===== config.mk =====
export PLATFORM = sky130hd
export DESIGN_NAME = hazard_sequencer
export DESIGN_NICKNAME = d
export VERILOG_FILES = /design/src/rtl/riscv_pipe_pkg.sv /design/src/rtl/hazard_scoreboard.sv /design/src/rtl/hazard_sequencer.sv
export SDC_FILE = /design/constraint.sdc
export NUM_CORES = 1
export LEC_CHECK = 0
export BUFFER_PORTS_ARGS = -buffer_cell sky130_fd_sc_hd__buf_2
export CORE_MARGIN = 2
export CORE_UTILIZATION = 50
export DETAILED_ROUTE_END_ITERATION = 12
export PLACE_DENSITY = 0.86
export SYNTH_ARGS = -nofsm -noshare
export SYNTH_HDL_FRONTEND = slang
export SYNTH_SLANG_ARGS = --single-unit
export TNS_END_PERCENT = 20

===== constraint.sdc =====
create_clock -name clk -period 2.5 [get_ports clk]
set_input_delay 0.5 -clock clk [delete_from_list [all_inputs] [get_ports clk]]
set_output_delay 0.5 -clock clk [all_outputs]
set_load 0.005 [all_outputs]

===== src/rtl/riscv_pipe_pkg.sv =====
// Shared pipeline types: sequencer state encodings and the hazard scoreboard entry.
// Latency: n/a (types, constants and a pure helper function only).
// Backpressure: n/a.
package riscv_pipe_pkg;

   localparam int REG_ADDR_W = 5;

   // Encoding 2'd3 is never produced; the sequencer treats it as RUN.
   typedef enum logic [1:0] {
      ST_RUN   = 2'd0,
      ST_STALL = 2'd1,
      ST_FLUSH = 2'd2
   } seq_state_t;

   // One in-flight instruction as seen by the hazard logic.
   typedef struct packed {
      logic                  vld;
      logic [REG_ADDR_W-1:0] rd;
      logic                  reg_write;
   } sb_entry_t;

   localparam int SB_ENTRY_W = $bits(sb_entry_t);

   // Scoreboard slot indices, mirroring ID/EX, EX/MEM and MEM/WB.
   localparam int SB_EX    = 0;
   localparam int SB_MEM   = 1;
   localparam int SB_WB    = 2;
   localparam int SB_DEPTH = 3;

   // True when a used, non-x0 source reads the register this entry will write.
   function automatic logic sb_hit(input sb_entry_t e,
                                   input logic [REG_ADDR_W-1:0] rs,
                                   input logic used);
      return used && (rs != '0) && e.vld && e.reg_write && (e.rd == rs);
   endfunction

endpackage


===== src/rtl/hazard_scoreboard.sv =====
// Three-entry destination scoreboard (EX, MEM, WB) with per-stage source match flags.
// Latency: entries shift one stage per clock; match outputs are combinational.
// Backpressure: a stall loads a bubble into EX; a redirect also kills the EX->MEM move.
//
// Ports:
//   clk, reset           clock, async active-low reset (clears every entry)
//   id_entry             destination info of the instruction in ID (vld=0 for a bubble)
//   stall, redirect      control from the sequencer for this cycle
//   rs1/rs2, *_used      sources of the ID instruction
//   match[SB_DEPTH-1:0]  per-stage hit against either used source
module hazard_scoreboard
   import riscv_pipe_pkg::*;
(
   input  logic                  clk,
   input  logic                  reset,
   input  sb_entry_t             id_entry,
   input  logic                  stall,
   input  logic                  redirect,
   input  logic [REG_ADDR_W-1:0] rs1,
   input  logic [REG_ADDR_W-1:0] rs2,
   input  logic                  rs1_used,
   input  logic                  rs2_used,
   output logic [SB_DEPTH-1:0]   match
);

   logic [SB_DEPTH-1:0][SB_ENTRY_W-1:0] sb_q;

   always_ff @(posedge clk or negedge reset) begin
      if (!reset) begin
         sb_q <= '0;
      end else begin
         sb_q[SB_WB]  <= sb_q[SB_MEM];
         // The instruction leaving EX is on the wrong path when MEM redirects.
         sb_q[SB_MEM] <= redirect ? '0 : sb_q[SB_EX];
         sb_q[SB_EX]  <= (stall || redirect) ? '0 : id_entry;
      end
   end

   always_comb begin
      match = '0;
      for (int i = 0; i < SB_DEPTH; i++) begin
         match[i] = sb_hit(sb_entry_t'(sb_q[i]), rs1, rs1_used) |
                    sb_hit(sb_entry_t'(sb_q[i]), rs2, rs2_used);
      end
   end

endmodule


===== src/rtl/hazard_sequencer.sv =====
// Interlock sequencer for a 5-stage pipe without forwarding: stalls RAW hazards, flushes on MEM redirect.
// Latency: control outputs respond combinationally in the same cycle; state/counter update on the clock.
// Backpressure: a hazard holds PC and IF/ID and injects an ID/EX bubble; a redirect overrides and flushes.
//
// Ports:
//   clk, reset                       clock, async active-low reset
//   id_rs1_i/id_rs2_i, *_used_i      sources of the instruction in ID
//   id_rd_i, id_reg_write_i          destination of the instruction in ID
//   mem_redirect_i                   taken branch/jalr in MEM selects the PC target
//   pc_write_o, if_id_write_o        load enables for PC_Register and IF/ID
//   if_id/id_ex/ex_mem_flush_o       ORed into each pipe register's clear
//   state_o, stall_count_o           current state, saturating count of stall cycles
module hazard_sequencer
   import riscv_pipe_pkg::*;
#(
   parameter int STALL_CNT_W = 16
) (
   input  logic                   clk,
   input  logic                   reset,
   input  logic [4:0]             id_rs1_i,
   input  logic [4:0]             id_rs2_i,
   input  logic                   id_rs1_used_i,
   input  logic                   id_rs2_used_i,
   input  logic [4:0]             id_rd_i,
   input  logic                   id_reg_write_i,
   input  logic                   mem_redirect_i,
   output logic                   pc_write_o,
   output logic                   if_id_write_o,
   output logic                   if_id_flush_o,
   output logic                   id_ex_flush_o,
   output logic                   ex_mem_flush_o,
   output logic [1:0]             state_o,
   output logic [STALL_CNT_W-1:0] stall_count_o
);

   seq_state_t             state_q;
   logic [STALL_CNT_W-1:0] cnt_q;
   sb_entry_t              id_entry;
   logic [SB_DEPTH-1:0]    match;
   logic                   id_vld;
   logic                   redirect;
   logic                   hazard;
   logic                   stall;

   // In FLUSH the ID register holds a bubble, so it can neither hazard nor enter the scoreboard.
   assign id_vld = (state_q == ST_RUN) || (state_q == ST_STALL);

   always_comb begin
      id_entry           = '0;
      id_entry.vld       = id_vld;
      id_entry.rd        = id_rd_i;
      id_entry.reg_write = id_reg_write_i;
   end

   hazard_scoreboard u_scoreboard (
      .clk      (clk),
      .reset    (reset),
      .id_entry (id_entry),
      .stall    (stall),
      .redirect (redirect),
      .rs1      (id_rs1_i),
      .rs2      (id_rs2_i),
      .rs1_used (id_rs1_used_i),
      .rs2_used (id_rs2_used_i),
      .match    (match)
   );

   // Held low while in reset so the pipe sees plain RUN controls until release.
   assign redirect = mem_redirect_i & reset;
   assign hazard   = id_vld & (|match);
   // A redirect discards the stalled instruction anyway, so it wins over the hazard.
   assign stall    = hazard & ~redirect;

   assign pc_write_o     = ~stall;
   assign if_id_write_o  = ~stall;
   assign if_id_flush_o  = redirect;
   assign id_ex_flush_o  = redirect | stall;
   assign ex_mem_flush_o = redirect;
   assign state_o        = state_q;
   assign stall_count_o  = cnt_q;

   always_ff @(posedge clk or negedge reset) begin
      if (!reset) begin
         state_q <= ST_RUN;
         cnt_q   <= '0;
      end else begin
         // Next state depends only on this cycle's decision, so the unused encoding also lands in RUN.
         if (redirect) begin
            state_q <= ST_FLUSH;
         end else if (stall) begin
            state_q <= ST_STALL;
         end else begin
            state_q <= ST_RUN;
         end
         if (stall && (cnt_q != '1)) begin
            cnt_q <= cnt_q + STALL_CNT_W'(1);
         end
      end
   end

endmodule

==> metrics, run 1 <==
status=finished, final reports clean; clock skew=0.00579 ns; clock-pin slew on the worst setup and hold paths=0.07 ns; ANT nets after route=0; gr ovfl total=0; Post-Syn Area=2010 um2; setup TNS=0 ns; Crit Path Class=flop to primary output; top-area cell type share of the netlist area=0.486; Synth top cells by count=dfrtp_1 (39), xor2_1 (24), xnor2_1 (21), and3_1 (14), and2_1 (8); Die ar.=4540 um2; final WL=4320 um; DRC Markers=0; first-pass GRT wire length=7050 um; CTS Sinks=39; PortBufs=43; Mapped Cells=167; Post-synth EDFFs=0; Std-Cell Rows=23; period utilization=0.998; Final Setup Violations=0; Relative slew margins=0.688; max-slew violation count=0; router iterations before antenna repair=4; CTS max path bufs=2; worst hold path type=input port to async pin; vias in the first global route=1441; TritonCTS buffer count=5; RD Place Congestion=0.821; sequential area share after synthesis=0.486; initial antenna violation count=0; Die Width=67.4 um; TritonCTS clock tree=yes; Pint=0.000999 W; Synth Area per Inst=12.0 um2; async set-reset flop share out of synthesis=1.00; Tmin final=2.49 ns; H-tree Lvls=2; die height=67.4 um; Skew-Pair Late Insertion Delay=0.29 ns; WP data required=2.00 ns; sequential group share of total power=0.529; most frequent cell after synthesis=dfrtp_1; Critical Path AT=1.99 ns; RSZ-0062 raised after global routing=true; reg2reg start=u_scoreboard.sb_q[18]; CTS hold repair buffers=0; pin count of the biggest net entering global routing=40; VDD IR max=0.384 mV; CP startpoint=u_scoreboard.sb_q[18]; pwr/cell area=556 nW/um2; Fmax achieved=401 MHz; post-route insts no fill=269; Yosys top cell by area=dfrtp_1; Post-DP HPWL=3210 um; count of cell types in the netlist=34; Final Hold Viols=0; via count=1472; share of cells above drive strength 1=0.342; Initial Utilization=0.509; Nets=240; ant diodes=0; synth warn=0; post-synthesis register bit count=39; top area cells in the synthesized netlist=dfrtp_1 (49%), xor2_1 (10%), xnor2_1 (9.2%), and3_1 (4.4%), o211ai_2 (4.4%); Post-synth top flop=dfrtp_1; aggregate global-route resource usage=0.216; clock power share=0.346; crit path capture type=primary output; Vias per Instance=5.47; crit-path max FO=3; worst slew pin tran=0.468 ns; worst reg2reg setup slack=0.27 ns; WL/cell=16.1 um; maxcap violations=0; I/O pin count=44; Leakage Power=1.18 nW; clk root buf=clkbuf_8; Synthesized Nets=189; sw power=0.000337 W; Net Sw Frac=0.252; cell count after placement=260; First DRT Iteration DRCs=52; startpoint class of the critical path=flop; Logic pwr share=0.124; area delta synth->final=19.6%; Core Footprint=3940 um2
[cell type report]
cell class	count	area, um2
flip-flops and latches	39	976
fillers	324	1540
inverters	2	7.51
well taps	50	62.6
repair buffers	51	275
clock buffers	8	100
multi-input cells	119	981
[power by group through the flow]
| stage | sequential [W] | combinational, W | clock (W) |
|---|---|---|---|
| 2_1_floorplan | 0.000712 | 0.0000893 | 0 |
| 3_3_place_gp | 0.000715 | 0.000159 | 0 |
| 3_5_place_dp | 0.000719 | 0.000163 | 0 |
| 4_1_cts | 0.000707 | 0.000167 | 0.000472 |
| 5_1_grt | 0.000714 | 0.000183 | 0.000505 |
| 6_report | 0.000707 | 0.000166 | 0.000462 |
[metrics by stage]
step / total power (W) / util / hold slack [ns] / cell area [um2] / setup slack (ns)
global route: 0.00140 / 0.609 / 0.340 / 2400 / -0.0552
detailed placement: 0.000882 / 0.579 / 0.404 / 2280 / -0.0268
floorplan: 0.000801 / - / 0.204 / 2010 / 0.0914
finish: 0.00134 / 0.609 / 0.306 / 2400 / 0.00621
CTS: 0.00135 / 0.606 / 0.328 / 2390 / 0.0129
global placement: 0.000874 / 0.579 / 0.391 / 2280 / 0.0994
[cells by family (layout without fill, tap and decap cells)]
| group | count (synthesis) | after routing | synth area share |
|---|---|---|---|
| AND/OR/NAND/NOR | 50 | 50 | 0.156 |
| XOR/XNOR | 45 | 45 | 0.196 |
| flip-flops | 39 | 39 | 0.486 |
| AO/OA/AOI/OAI | 22 | 22 | 0.119 |
| buffers and inverters | 9 | 61 | 0.0305 |
| adder cells (fa/ha/maj) | 1 | 1 | 0.00623 |
| multiplexers | 1 | 1 | 0.00561 |
[cells in the final DEF, fill, tap and decap left out, types with 4 or more instances in the layout]
| master | instances |
|---|---|
| o2111ai_1 | 6 |
| xnor2_1 | 21 |
| dfrtp_1 | 39 |
| buf_2 | 43 |
| and3_1 | 14 |
| buf_4 | 8 |
| xor2_1 | 24 |
| o211ai_2 | 7 |
| and2_1 | 8 |
| nand4_1 | 6 |
| nor4_1 | 4 |
| clkbuf_8 | 7 |
[critical path, stage by stage (launching register included)]
cell and delay (ns):
dfrtp_1 0.42, xor2_1 0.18, nor4_2 0.29, nand4_1 0.22, a31oi_4 0.30, o21bai_2 0.11, nand2_1 0.07, buf_2 0.11
[sequential cells by signal, summed over array words and instances, names as in the netlist]
signal and count:
stall_count_o 16, state_o 2, u_scoreboard.sb_q 21
[layer usage]
layer,vias up,global-route usage,part of all wire,wire length [um]
met1,728,0.276,0.44,1910
met2,37,0.344,0.49,2140
met5,-,0,0,0
li1,699,-,-,-
met4,0,0.0944,0.019,82
met3,8,0.0583,0.045,193
[timing repair]
| action | in CTS | in global routing |
|---|---|---|
| pin swaps | 0 | 7 |
| hold endpoints to repair | 0 | 0 |
| resized for setup | 2 | 1 |
| setup endpoints to repair | 3 | 3 |
| buffers inserted | 0 | 1 |
[final timing paths]
| kind | to | cells past startpoint |
|---|---|---|
| setup / recovery | id_ex_flush_o | 7 |
| hold / removal | u_scoreboard.sb_q[14] | 2 |
| setup reg to reg | stall_count_o[1] | 7 |
| hold reg to reg | u_scoreboard.sb_q[14] | 0 |
| max in group asynchronous | u_scoreboard.sb_q[5] | 2 |
| min in group clk | u_scoreboard.sb_q[14] | 0 |
No activity file was read; power rests on OpenSTA's default activity.
==> run 2, diff against run 1 <==
--- a/config.mk
+++ b/config.mk
@@ -6,10 +6,12 @@
 export NUM_CORES = 1
 export LEC_CHECK = 0
 export BUFFER_PORTS_ARGS = -buffer_cell sky130_fd_sc_hd__buf_2
+export CELL_PAD_IN_SITES_DETAIL_PLACEMENT = 1
+export CELL_PAD_IN_SITES_GLOBAL_PLACEMENT = 1
 export CORE_MARGIN = 2
-export CORE_UTILIZATION = 50
+export CORE_UTILIZATION = 42
 export DETAILED_ROUTE_END_ITERATION = 12
-export PLACE_DENSITY = 0.86
+export PLACE_DENSITY = 0.9
 export SYNTH_ARGS = -nofsm -noshare
 export SYNTH_HDL_FRONTEND = slang
 export SYNTH_SLANG_ARGS = --single-unit
==> metrics, run 2 (synthesis results as in run 1) <==
DRC Markers=0; PortBufs=43; startpoint class of the critical path=flop; First DRT Iteration DRCs=68; WP data required=2.00 ns; WL/cell=19.8 um; Skew-Pair Late Insertion Delay=0.29 ns; Fmax achieved=403 MHz; Std-Cell Rows=25; Nets=243; worst r2r dst=stall_count_o[1]; max-slew violation count=0; setup TNS=0 ns; pwr/cell area=586 nW/um2; final hold slack=0.310 ns; R2R depth=8; via count=1534; commonest non-fill, non-tap cells in the layout=buf_2 (43), dfrtp_1 (39), xor2_1 (24); worst hold path type=input port to async pin; CP Capture Point=id_ex_flush_o; share of cells above drive strength 1=0.365; Crit Path Class=flop to primary output; ant diodes=0; clock-pin slew on the worst setup and hold paths=0.08 ns; vias in the first global route=1643; met2 GRT Util=0.345; H-tree Lvls=2; area delta synth->final=23.1%; crit path capture type=primary output; Post-DP HPWL=3780 um; Vias per Instance=5.56; clock skew=0.00845 ns; CTS max path bufs=2; maxcap violations=0; first-pass GRT wire length=8820 um; setup ws final=0.0192 ns; initial antenna violation count=0; I/O pin count=44; grt met3 use=0.0525; pin count of the biggest net entering global routing=40; Final Setup Violations=0; die height=73.1 um; TritonCTS buffer count=5; max reg flops=21; reg2reg start=u_scoreboard.sb_q[18]; worst reg2reg setup slack=0.28 ns; VDD IR max=0.328 mV; Largest Register=u_scoreboard.sb_q; aggregate global-route resource usage=0.222; Final Hold Viols=0; Core Footprint=4660 um2; Tmin final=2.48 ns; pre-CTS setup slack=0.0224 ns; RD Place Congestion=0.942; period utilization=0.992; Relative slew margins=0.673; CP startpoint=u_scoreboard.sb_q[18]; Initial Utilization=0.431; Leakage Power=1.21 nW; RSZ-0062 raised after global routing=true; ANT nets after route=0; GR peak layer=met2; Critical Path AT=1.98 ns; router iterations before antenna repair=4; final WL=5450 um; TritonCTS clock tree=yes; Die Width=73.1 um; Die ar.=5350 um2; crit-path max FO=3; clk root buf=clkbuf_8; status=finished, final reports clean; gr ovfl total=0; commonest non-fill, non-tap cell in the layout=buf_2; met1 usage=0.303; CTS Sinks=39; worst slew pin tran=0.490 ns
run 2: where the power goes:
| part | total (W) | switching (W) | internal [W] |
|---|---|---|---|
| registers | 0.000713 | 0.0000449 | 0.000668 |
| clock network | 0.000550 | 0.000226 | 0.000323 |
| logic | 0.000185 | 0.000102 | 0.0000836 |
run 2: worst max-delay path: stages (launching register included):
cell and delay, ns:
dfrtp_1 0.44, xor2_1 0.18, nor4_2 0.30, nand4_1 0.20
a31oi_4 0.29, o21bai_2 0.11, nand2_1 0.07, buf_2 0.10
run 2: worst min path at each step:
stage,start,end,slack (ns),cells past startpoint
3_5_place_dp,u_scoreboard.sb_q[13],u_scoreboard.sb_q[20],0.42,0
6_report,reset,stall_count_o[0],0.31,2
2_1_floorplan,reset,stall_count_o[0],0.20,0
4_1_cts,reset,stall_count_o[0],0.33,2
5_1_grt,reset,stall_count_o[11],0.34,2
3_3_place_gp,u_scoreboard.sb_q[13],u_scoreboard.sb_q[20],0.40,0
run 2: what timing repair did:
action                     in CTS  in global routing
pin swaps                       2                  9
hold buffers                    0                  0
setup endpoints to repair       3                  3
resized for setup               2                  2
hold endpoints to repair        0                  0
setup buffers                   1                  1
run 2: per-layer routing:
layer | part of all wire | wire length, um
met5 | 0 | 0
met4 | 0.028 | 152
met3 | 0.029 | 156
met2 | 0.49 | 2660
met1 | 0.46 | 2480
run 2: metrics by stage:
step	cell area, um2	total power (W)	cells	util
after global routing	2470	0.00151	276	0.530
final	2470	0.00145	276	0.530
after floorplan	2010	0.000801	167	-
after CTS	2450	0.00145	275	0.527
after detailed placement	2320	0.000895	266	0.497
after global placement	2320	0.000882	266	0.497
run 2: final cells by class:
class                      count  area, um2
clock buffer                   6       82.6
clock inverter                 2       35.0
fill                         509       2190
inverter                       2       7.51
multi-input combinational    119        993
sequential                    39        976
tap                           54       67.6
timing repair buffer          54        310
==> run 3, diff against run 2 <==
--- a/config.mk
+++ b/config.mk
@@ -11,7 +11,7 @@
 export CORE_MARGIN = 2
 export CORE_UTILIZATION = 42
 export DETAILED_ROUTE_END_ITERATION = 12
-export PLACE_DENSITY = 0.9
+export PLACE_DENSITY_LB_ADDON = 0.1
 export SYNTH_ARGS = -nofsm -noshare
 export SYNTH_HDL_FRONTEND = slang
 export SYNTH_SLANG_ARGS = --single-unit
==> metrics, run 3 (synthesis results as in run 1) <==
initial antenna violation count=0; max-slew violation count=0; commonest non-fill, non-tap cell in the layout=buf_2; reg2reg start=u_scoreboard.sb_q[5]; Fillers=518; gr ovfl total=0; WP data required=2.00 ns; final WL=5180 um; Reg area=976 um2; Core Footprint=4660 um2; first-pass GRT wire length=8360 um; Relative slew margins=0.665; CP Buf/Inv Count=1; crit-path max FO=3; period utilization=1.01; CTS hold repair buffers=0; startpoint class of the critical path=flop; CTS max path bufs=2; aggregate global-route resource usage=0.207; clock power share=0.414; Crit path largest cell delay=0.42 ns; Critical Path AT=2.03 ns; TritonCTS clock tree=yes; VDD IR max=0.307 mV; clock-pin slew on the worst setup and hold paths=0.08 ns; Skew-Pair Late Insertion Delay=0.30 ns; pwr/cell area=613 nW/um2; Leakage Power=1.21 nW; CP top delay family=simple AND/OR/NAND/NOR gates; Post-DP HPWL=3860 um; DRC Markers=0; Vias per Instance=5.52; max reg flops=21; clock skew=0.0125 ns; area delta synth->final=23.7%; worst reg2reg setup slack=0.15 ns; Initial Utilization=0.431; status=complete, but fails checks; pin count of the biggest net entering global routing=40; RSZ-0062 raised after global routing=true; Critical Path Stages=7; Pint=0.00115 W; worst r2r dst=stall_count_o[1]; share of cells above drive strength 1=0.359; Die ar.=5350 um2; Multi-input gate area=995 um2; commonest non-fill, non-tap cells in the layout=buf_2 (43), dfrtp_1 (39), xor2_1 (24); First DRT Iteration DRCs=77; Tmin final=2.53 ns; Die Width=73.1 um; clk root buf=clkbuf_8; WL/cell=18.7 um; Logic pwr share=0.120; router iterations before antenna repair=4; via count=1530; Fmax achieved=395 MHz; Largest Register=u_scoreboard.sb_q; I/O pin count=44; ANT nets after route=0; RD Place Congestion=0.899; maxcap violations=0; Std-Cell Rows=25; TritonCTS buffer count=5; CP max-delay cell=dfrtp_1; Final Setup Violations=3; H-tree Lvls=2; sw power=0.000372 W; Nets=244; sequential group share of total power=0.466; Crit Path Class=flop to primary output; Net Sw Frac=0.244; ant diodes=0; pre-CTS setup slack=-0.0215 ns; worst hold path type=input port to async pin; crit path capture type=primary output; vias in the first global route=1633; setup ws final=-0.0312 ns; worst slew pin tran=0.503 ns; die height=73.1 um; violated checks=negative setup slack; Final Hold Viols=0; R2R depth=8; CTS Sinks=39; total power=0.00152 W; critical path cell sequence=xor2_1 -> nor4_1 -> nand4_1 -> a31oi_4 -> o21bai_4 -> nand2_1 -> buf_2; PortBufs=43
==> run 3: power by group through the flow <==
stage               sequential (W)  clock, W  combinational [W]
global placement          0.000718         0           0.000163
floorplan                 0.000712         0          0.0000893
global route              0.000716  0.000663           0.000199
detailed placement        0.000723         0           0.000175
finish                    0.000710  0.000631           0.000182
CTS                       0.000711  0.000642           0.000181
==> run 3: worst max path at each step <==
stage,startpoint,to,slack (ns)
3_5_place_dp,id_rs1_i[3],if_id_write_o,-0.02
4_1_cts,u_scoreboard.sb_q[11],if_id_write_o,0.001
6_report,u_scoreboard.sb_q[5],id_ex_flush_o,-0.03
3_3_place_gp,id_rs1_i[3],id_ex_flush_o,0.1
2_1_floorplan,id_rs2_i[0],pc_write_o,0.09
5_1_grt,u_scoreboard.sb_q[11],id_ex_flush_o,-0.10
==> run 3: final cells by class <==
type,count,share of cell area
multi-input cells,119,0.401
flip-flops and latches,39,0.393
repair buffers,55,0.123
inverters,2,0.00302
well taps,54,0.0272
clock buffers,6,0.0292
clock inverters,2,0.0242
==> run 3: stage by stage <==
| stage | area [um2] | util | TNS, ns | hold slack (ns) | std cells |
|---|---|---|---|---|---|
| final | 2480 | 0.533 | -0.0642 | 0.318 | 277 |
| after global routing | 2480 | 0.533 | -0.235 | 0.348 | 277 |
| after CTS | 2470 | 0.530 | 0 | 0.346 | 275 |
| after detailed placement | 2300 | 0.494 | -0.0425 | 0.390 | 266 |
| after global placement | 2300 | 0.494 | 0 | 0.389 | 266 |
| after floorplan | 2010 | - | 0 | 0.204 | 167 |
==> run 3: per-layer routing <==
metal / routed length, um / up-vias / part of all wire / track usage
met5: 0 / - / 0 / 0
met3: 180 / 5 / 0.035 / 0.0414
met4: 55 / 0 / 0.011 / 0.0494
met1: 2400 / 783 / 0.46 / 0.281
li1: - / 706 / - / -
met2: 2540 / 36 / 0.49 / 0.338
==> run 3: repair_timing <==
item / in CTS / in global routing
pin swaps: 4 / 11
setup buffers: 1 / 2
gates resized for setup: 4 / 0
endpoints found under the setup margin: 3 / 3
